**config.mk**
```make
export PLATFORM = sky130hd
export DESIGN_NAME = rat_recovery_ctrl
export DESIGN_NICKNAME = d
export VERILOG_FILES = /design/src/rtl/rat_recovery_ctrl.sv
export SDC_FILE = /design/constraint.sdc
export NUM_CORES = 1
export LEC_CHECK = 0
export ABC_AREA = 0
export CAP_MARGIN = 20
export CORE_MARGIN = 2
export CORE_UTILIZATION = 40
export DETAILED_ROUTE_END_ITERATION = 6
export PLACE_DENSITY_LB_ADDON = 0.05
export SETUP_SLACK_MARGIN = 0.02
export SYNTH_ARGS = -nofsm -noshare
export SYNTH_HDL_FRONTEND = slang
export SYNTH_SLANG_ARGS = --single-unit
```
**constraint.sdc**
```tcl
create_clock -name clk -period 1.5 [get_ports clk]
set_input_delay 0.15 -clock clk [delete_from_list [all_inputs] [get_ports clk]]
set_output_delay 0.15 -clock clk [all_outputs]
set_load 0.1 [all_outputs]
```
**src/rtl/rat_recovery_ctrl.sv**
```systemverilog
// rat_recovery_ctrl: rebuilds the speculative RAT from the retirement map after a flush
module rat_recovery_ctrl #(
    parameter int NUM_ARCH_REGISTERS = 32,
    parameter int PHYS_REG_WIDTH = 6,
    parameter int CNT_WIDTH = 16
) (
    input  logic                                  clk,
    input  logic                                  rst,
    input  logic                                  flush_req,
    output logic [$clog2(NUM_ARCH_REGISTERS)-1:0] rrf_rd_addr,
    input  logic [PHYS_REG_WIDTH-1:0]             rrf_rd_data,
    output logic                                  rat_wen,
    output logic [$clog2(NUM_ARCH_REGISTERS)-1:0] rat_waddr,
    output logic [PHYS_REG_WIDTH-1:0]             rat_wdata,
    output logic                                  rat_wready,
    output logic                                  fl_restore,
    output logic                                  commit_hold,
    output logic                                  busy,
    output logic                                  done,
    output logic [CNT_WIDTH-1:0]                  recovery_count
);
    localparam int AW = $clog2(NUM_ARCH_REGISTERS);
    localparam logic [AW-1:0] LAST = AW'(NUM_ARCH_REGISTERS - 1);

    typedef enum logic [1:0] {IDLE, WALK, DONE} state_t;

    state_t        state;
    logic [AW-1:0] idx;

    // sequence the walk; a flush in any state (re)starts it from index 0
    always_ff @(posedge clk) begin
        if (rst) begin
            state          <= IDLE;
            idx            <= '0;
            recovery_count <= '0;
        end else if (flush_req) begin
            state          <= WALK;
            idx            <= '0;
            recovery_count <= (recovery_count == '1) ? recovery_count : recovery_count + 1'b1;
        end else begin
            state <= (state == WALK) ? ((idx == LAST) ? DONE : WALK) : IDLE;
            idx   <= (state == WALK && idx != LAST) ? idx + 1'b1 : '0;
        end
    end

    // decode the RAT write port and handshakes from the current walk position
    always_comb begin
        rat_wen     = (state == WALK);
        rrf_rd_addr = rat_wen ? idx : '0;
        rat_waddr   = rrf_rd_addr;
        rat_wdata   = rat_wen ? rrf_rd_data : '0;
        rat_wready  = rat_wen;
        fl_restore  = rat_wen && (idx == '0);
        done        = (state == DONE);
        commit_hold = (state != IDLE) || (flush_req && !rst);
        busy        = commit_hold;
    end
endmodule

```
* Word level (Yosys, flattened, before mapping)
Index checks and enable logic that the tools add are counted.
** Storage, ports and cells
- Flip-flop bits (word level) :: 23
- Input bits :: 9
- Output and inout port bits :: 38
- Logic and storage cells :: 29
** Operators by class
- $add $sub $neg :: 2
- Equality and inequality tests :: 5
- Multiplexer cells :: 5
- Bitwise operators :: 3
- Reduce and logical (&&, ||, !) cells :: 10
** Operator list (count)
- $add A16 B1 Y16 const B :: 1
- $eq A16 B16 Y1 const B :: 1
- $mux W6 :: 1
- $reduce_or A3 Y1 :: 2
- $add A5 B1 Y5 const B :: 1
- $eq A5 B5 Y1 const B :: 1
- $logic_not A5 Y1 :: 1
- $mux W5 :: 1
- $ne A5 B5 Y1 const B :: 1
- $logic_and A1 B1 Y1 :: 3
- $not A1 Y1 :: 3
- $eq A2 B1 Y1 const B :: 1
- $eq A2 B2 Y1 const B :: 1
- $mux W1 :: 2
- $mux W2 :: 1
- $reduce_and A2 Y1 :: 1
- $reduce_bool A2 Y1 :: 1
- $logic_not A1 Y1 :: 1
- $logic_or A1 B1 Y1 :: 1

* Depth between registers and ports, before layout
- Depth after elaboration :: 4
- Mapped depth :: 6
- Mapped depth without buffers :: 6

* Worst setup path after synthesis
OpenSTA, ideal clock, no wires.
- Path kind :: input -> output
- Start point :: input rst
- End point :: output commit_hold
- Arrival :: 3.076 ns
- Data required time :: 1.350 ns
- Path slack :: -1.726 ns
- Stages on the path :: 3
- Path buffers :: 2
- Cells stage by stage :: clkbuf_1 > o21ai_0 > buf_4
** On the way
- Longest elaborated chain between the ends :: 3
** Ends and longest elaborated chain
- start, declared :: RTL line 8 : input logic rst,
- $logic_not A1 Y1 :: RTL line 55 : commit_hold = (state != IDLE) || (flush_req && !rst);
- $logic_and A1 B1 Y1 :: RTL line 55
- $logic_or A1 B1 Y1 :: RTL line 55
- end, declared :: RTL line 17 : output logic commit_hold,
No other way between the ends.

==> flow_summary_export.csv <==
group,metric,value,unit
run_status,status,"complete, but fails checks",
run_status,violations,"negative setup slack",
clocking,cts_buffers,3,
yosys,yosysWarnings,0,
place,io_buffer_count,46,
place,dpl.cell_count,249,
timing,rsz0062_at_grt,"true",
min_path,hold_path.class,"reg2reg",
timing,maxSlewViolCount,0,
timing,setup_viol,16,
final_layout,final_nets,239,
routing,wl,5000,µm
grt,grt_max_degree,13,
final_layout,num-fill-cells,116,
timing,worst_pin_slew,0.386,ns
yosys,yosysUniqueCellTypes,41,
final_layout,num_antenna_cells,0,
yosys,synthAdderAreaFrac,3.84,%
final_layout,final_common_cell,"buf_12",
timing,period_needed,1.55,ns
floorplan,die_x,61.1,µm
yosys,synth-simple-area-share,34.3,%
yosys,syn-num-nets,160,
routing,drt_iter0_markers,84,
yosys,seq_area_frac_synth,35.4,%
timing,relSlewSlack,74.1,%
floorplan,dieArea,3730,µm²
worst_setup_path,cp-start-kind,"register",
yosys,synth_compound_area_share,15.2,%
yosys,ys_ff_latch,23,
worst_setup_path,r2r_end,"recovery_count[15]",
routing,vias,1495,
place,gp_routability_congestion,0.781,
worst_setup_path,critical_path_class,"reg2reg",
timing,worst_slack,-0.0493,ns
min_path,hp-start,"recovery_count[10]",
run,cap_viol_max_count,0,
grt,grt_pass1_wl,6640,µm
worst_setup_path,critical_path_arrival,1.80,ns
clocking,clock_sinks,23,
final_layout,final_cell_count_no_fill,269,
place,dp_hpwl,2930,µm
clocking,path_clk_slew,0.13,ns
pwr,power.leakage,1.13,nW
clocking,holdBufCountCts,0,
routing,wl_per_cell,18.6,µm
floorplan,core-area,3080,µm²
final_layout,area_growth,117,%
yosys,synth_flop_cell,"dfxtp_1",
final_layout,final_cell_mix,"40 x buf_12, 34 x buf_4, 16 x dfxtp_4",
worst_setup_path,cp.required,1.75,ns
floorplan,start_util,42.3,%
yosys,synth_area_per_cell,8.86,µm²
yosys,synthMuxAreaShare,0.768,%
clocking,cts_buffer_depth,2,
worst_setup_path,cp-startpoint,"recovery_count[1]",
timing,finClkSkew,0.00568,ns
yosys,synth-xor-area-share,2.69,%
floorplan,rows,20,
routing,viasPerCell,5.56,
clocking,root_buffer,"clkbuf_4",
clocking,cts_tree,"built",
yosys,synth_top_family_by_area,"simple AND/OR/NAND/NOR gates",
floorplan,io_pins,47,
yosys,synthArstFlopShare,0,%
min_path,hold_depth,2,
yosys,syn-cell-area,1300,µm²
routing,ant_nets,0,
worst_setup_path,critPathCaptureType,"register",
yosys,syn-instance-count,147,
pwr,powerDensity,485,nW/µm²
grt,grt_overflow,0,
yosys,synth.area.top_cells,"dfxtp_1 35%, and2_1 6.2%, buf_4 4.6%",
min_path,whs_endpoint,"recovery_count[10]",
yosys,yosys.area.top_type,"dfxtp_1",
timing,fmax,0.645,GHz
final_layout,final_area,2830,µm²
pwr,power,1.37,mW
worst_setup_path,reg2reg_setup_slack,-0.05,ns
routing,drc,0,
final_layout,drive_above_1_share,70.2,%
clocking,clock_latency,0.32,ns
timing,min_period_over_period,103,%
yosys,netlist.area_leader.share,35.4,%
worst_setup_path,reg2reg_depth,5,
timing,hold_viol,0,
pwr,vdd_drop_max,0.422,mV
worst_setup_path,cp_max_fo,5,
worst_setup_path,r2r_start,"recovery_count[1]",
grt,first_global_vias,1454,
floorplan,die_h,61.1,µm
yosys,synth-edff-count,0,
grt,gr-usage-all-layers,23.4,%
place,dpl-instance-area,2490,µm²
clocking,htreeDepth,1,
grt,antenna_found_initial,0,
routing,drt_pass1_iterations,4,
## through the flow
| step | worst slack, ns | utilization (%) | hold slack, ns | TNS, ns |
|---|---|---|---|---|
| final | -0.0493 | 91.9 | 0.569 | -0.230 |
| after global routing | -0.160 | 91.9 | 0.585 | -1.71 |
| after CTS | -0.0239 | 85.9 | 0.522 | -0.0428 |
| after detailed placement | -0.271 | 80.9 | 0.472 | -2.04 |
| after global placement | -0.221 | 80.9 | 0.462 | -1.26 |
| after floorplan | -0.274 | - | 0.413 | -1.55 |
## repair_timing
action                                  4_1_cts  5_1_grt
buffers inserted                              9        7
pin swaps                                     5       19
gates resized for setup                      13       30
endpoints found under the setup margin       25       38
## synthesized netlist by cell type, drive strengths merged, types with 3 or more instances
cell type  instances
nor3               4
nand3              8
xor2               3
or4                6
dfxtp             23
a21oi             11
o31ai              7
nor4               3
clkbuf             3
and2              13
ha                 4
and3               4
nand4              5
buf                9
inv                7
nor2              13
## metal layers
metal	track usage, %	routed length, µm	vias to the layer above
met1	28.8	1980	730
met2	41.9	2650	67
met3	4.83	283	13
li1	-	-	685
met5	0	0	-
met4	5.28	89	0
## flip-flops by register name, summed over array words and instances, names as in the netlist
| signal | count |
|---|---|
| recovery_count | 16 |
| idx | 5 |
| state | 2 |
## logic make-up (layout without fill, tap and decap cells)
family	after synthesis	in the layout
xor+xnor	4	4
mux	1	1
simple gates	67	67
fa+ha+maj	4	4
compound gates	29	29
buf+inv	19	97
flops	23	23
## worst max-delay path by stage
stage | to | slack, ns | cells after the start
6_report | recovery_count[15] | -0.05 | 5
4_1_cts | fl_restore | -0.02 | 4
5_1_grt | recovery_count[14] | -0.16 | 6
3_3_place_gp | recovery_count[11] | -0.22 | 5
3_5_place_dp | recovery_count[11] | -0.27 | 5
2_1_floorplan | commit_hold | -0.27 | 3
## power breakdown
group	switching, mW	leakage [nW]	total (mW)	internal (mW)
clock network	0.202	0.0150	0.306	0.104
registers	0.0118	0.200	0.607	0.596
logic	0.280	0.919	0.458	0.179
## area by class of cell
| type | instances | area [µm²] | area share (%) |
|---|---|---|---|
| repair buffers | 86 | 1180 | 41.8 |
| inverters | 7 | 28.8 | 1.02 |
| clock buffers | 4 | 26.3 | 0.929 |
| well taps | 44 | 55.1 | 1.95 |
| flip-flops and latches | 23 | 524 | 18.5 |
| multi-input cells | 105 | 1010 | 35.8 |
## worst max-delay path: stages (launching register included)
cell and delay, ns:
dfxtp_4 0.39, ha_4 0.18, inv_4 0.08, o2111ai_4 0.16
or4_4 0.52, a21oi_2 0.15
No activity file was read; power rests on OpenSTA's default activity.
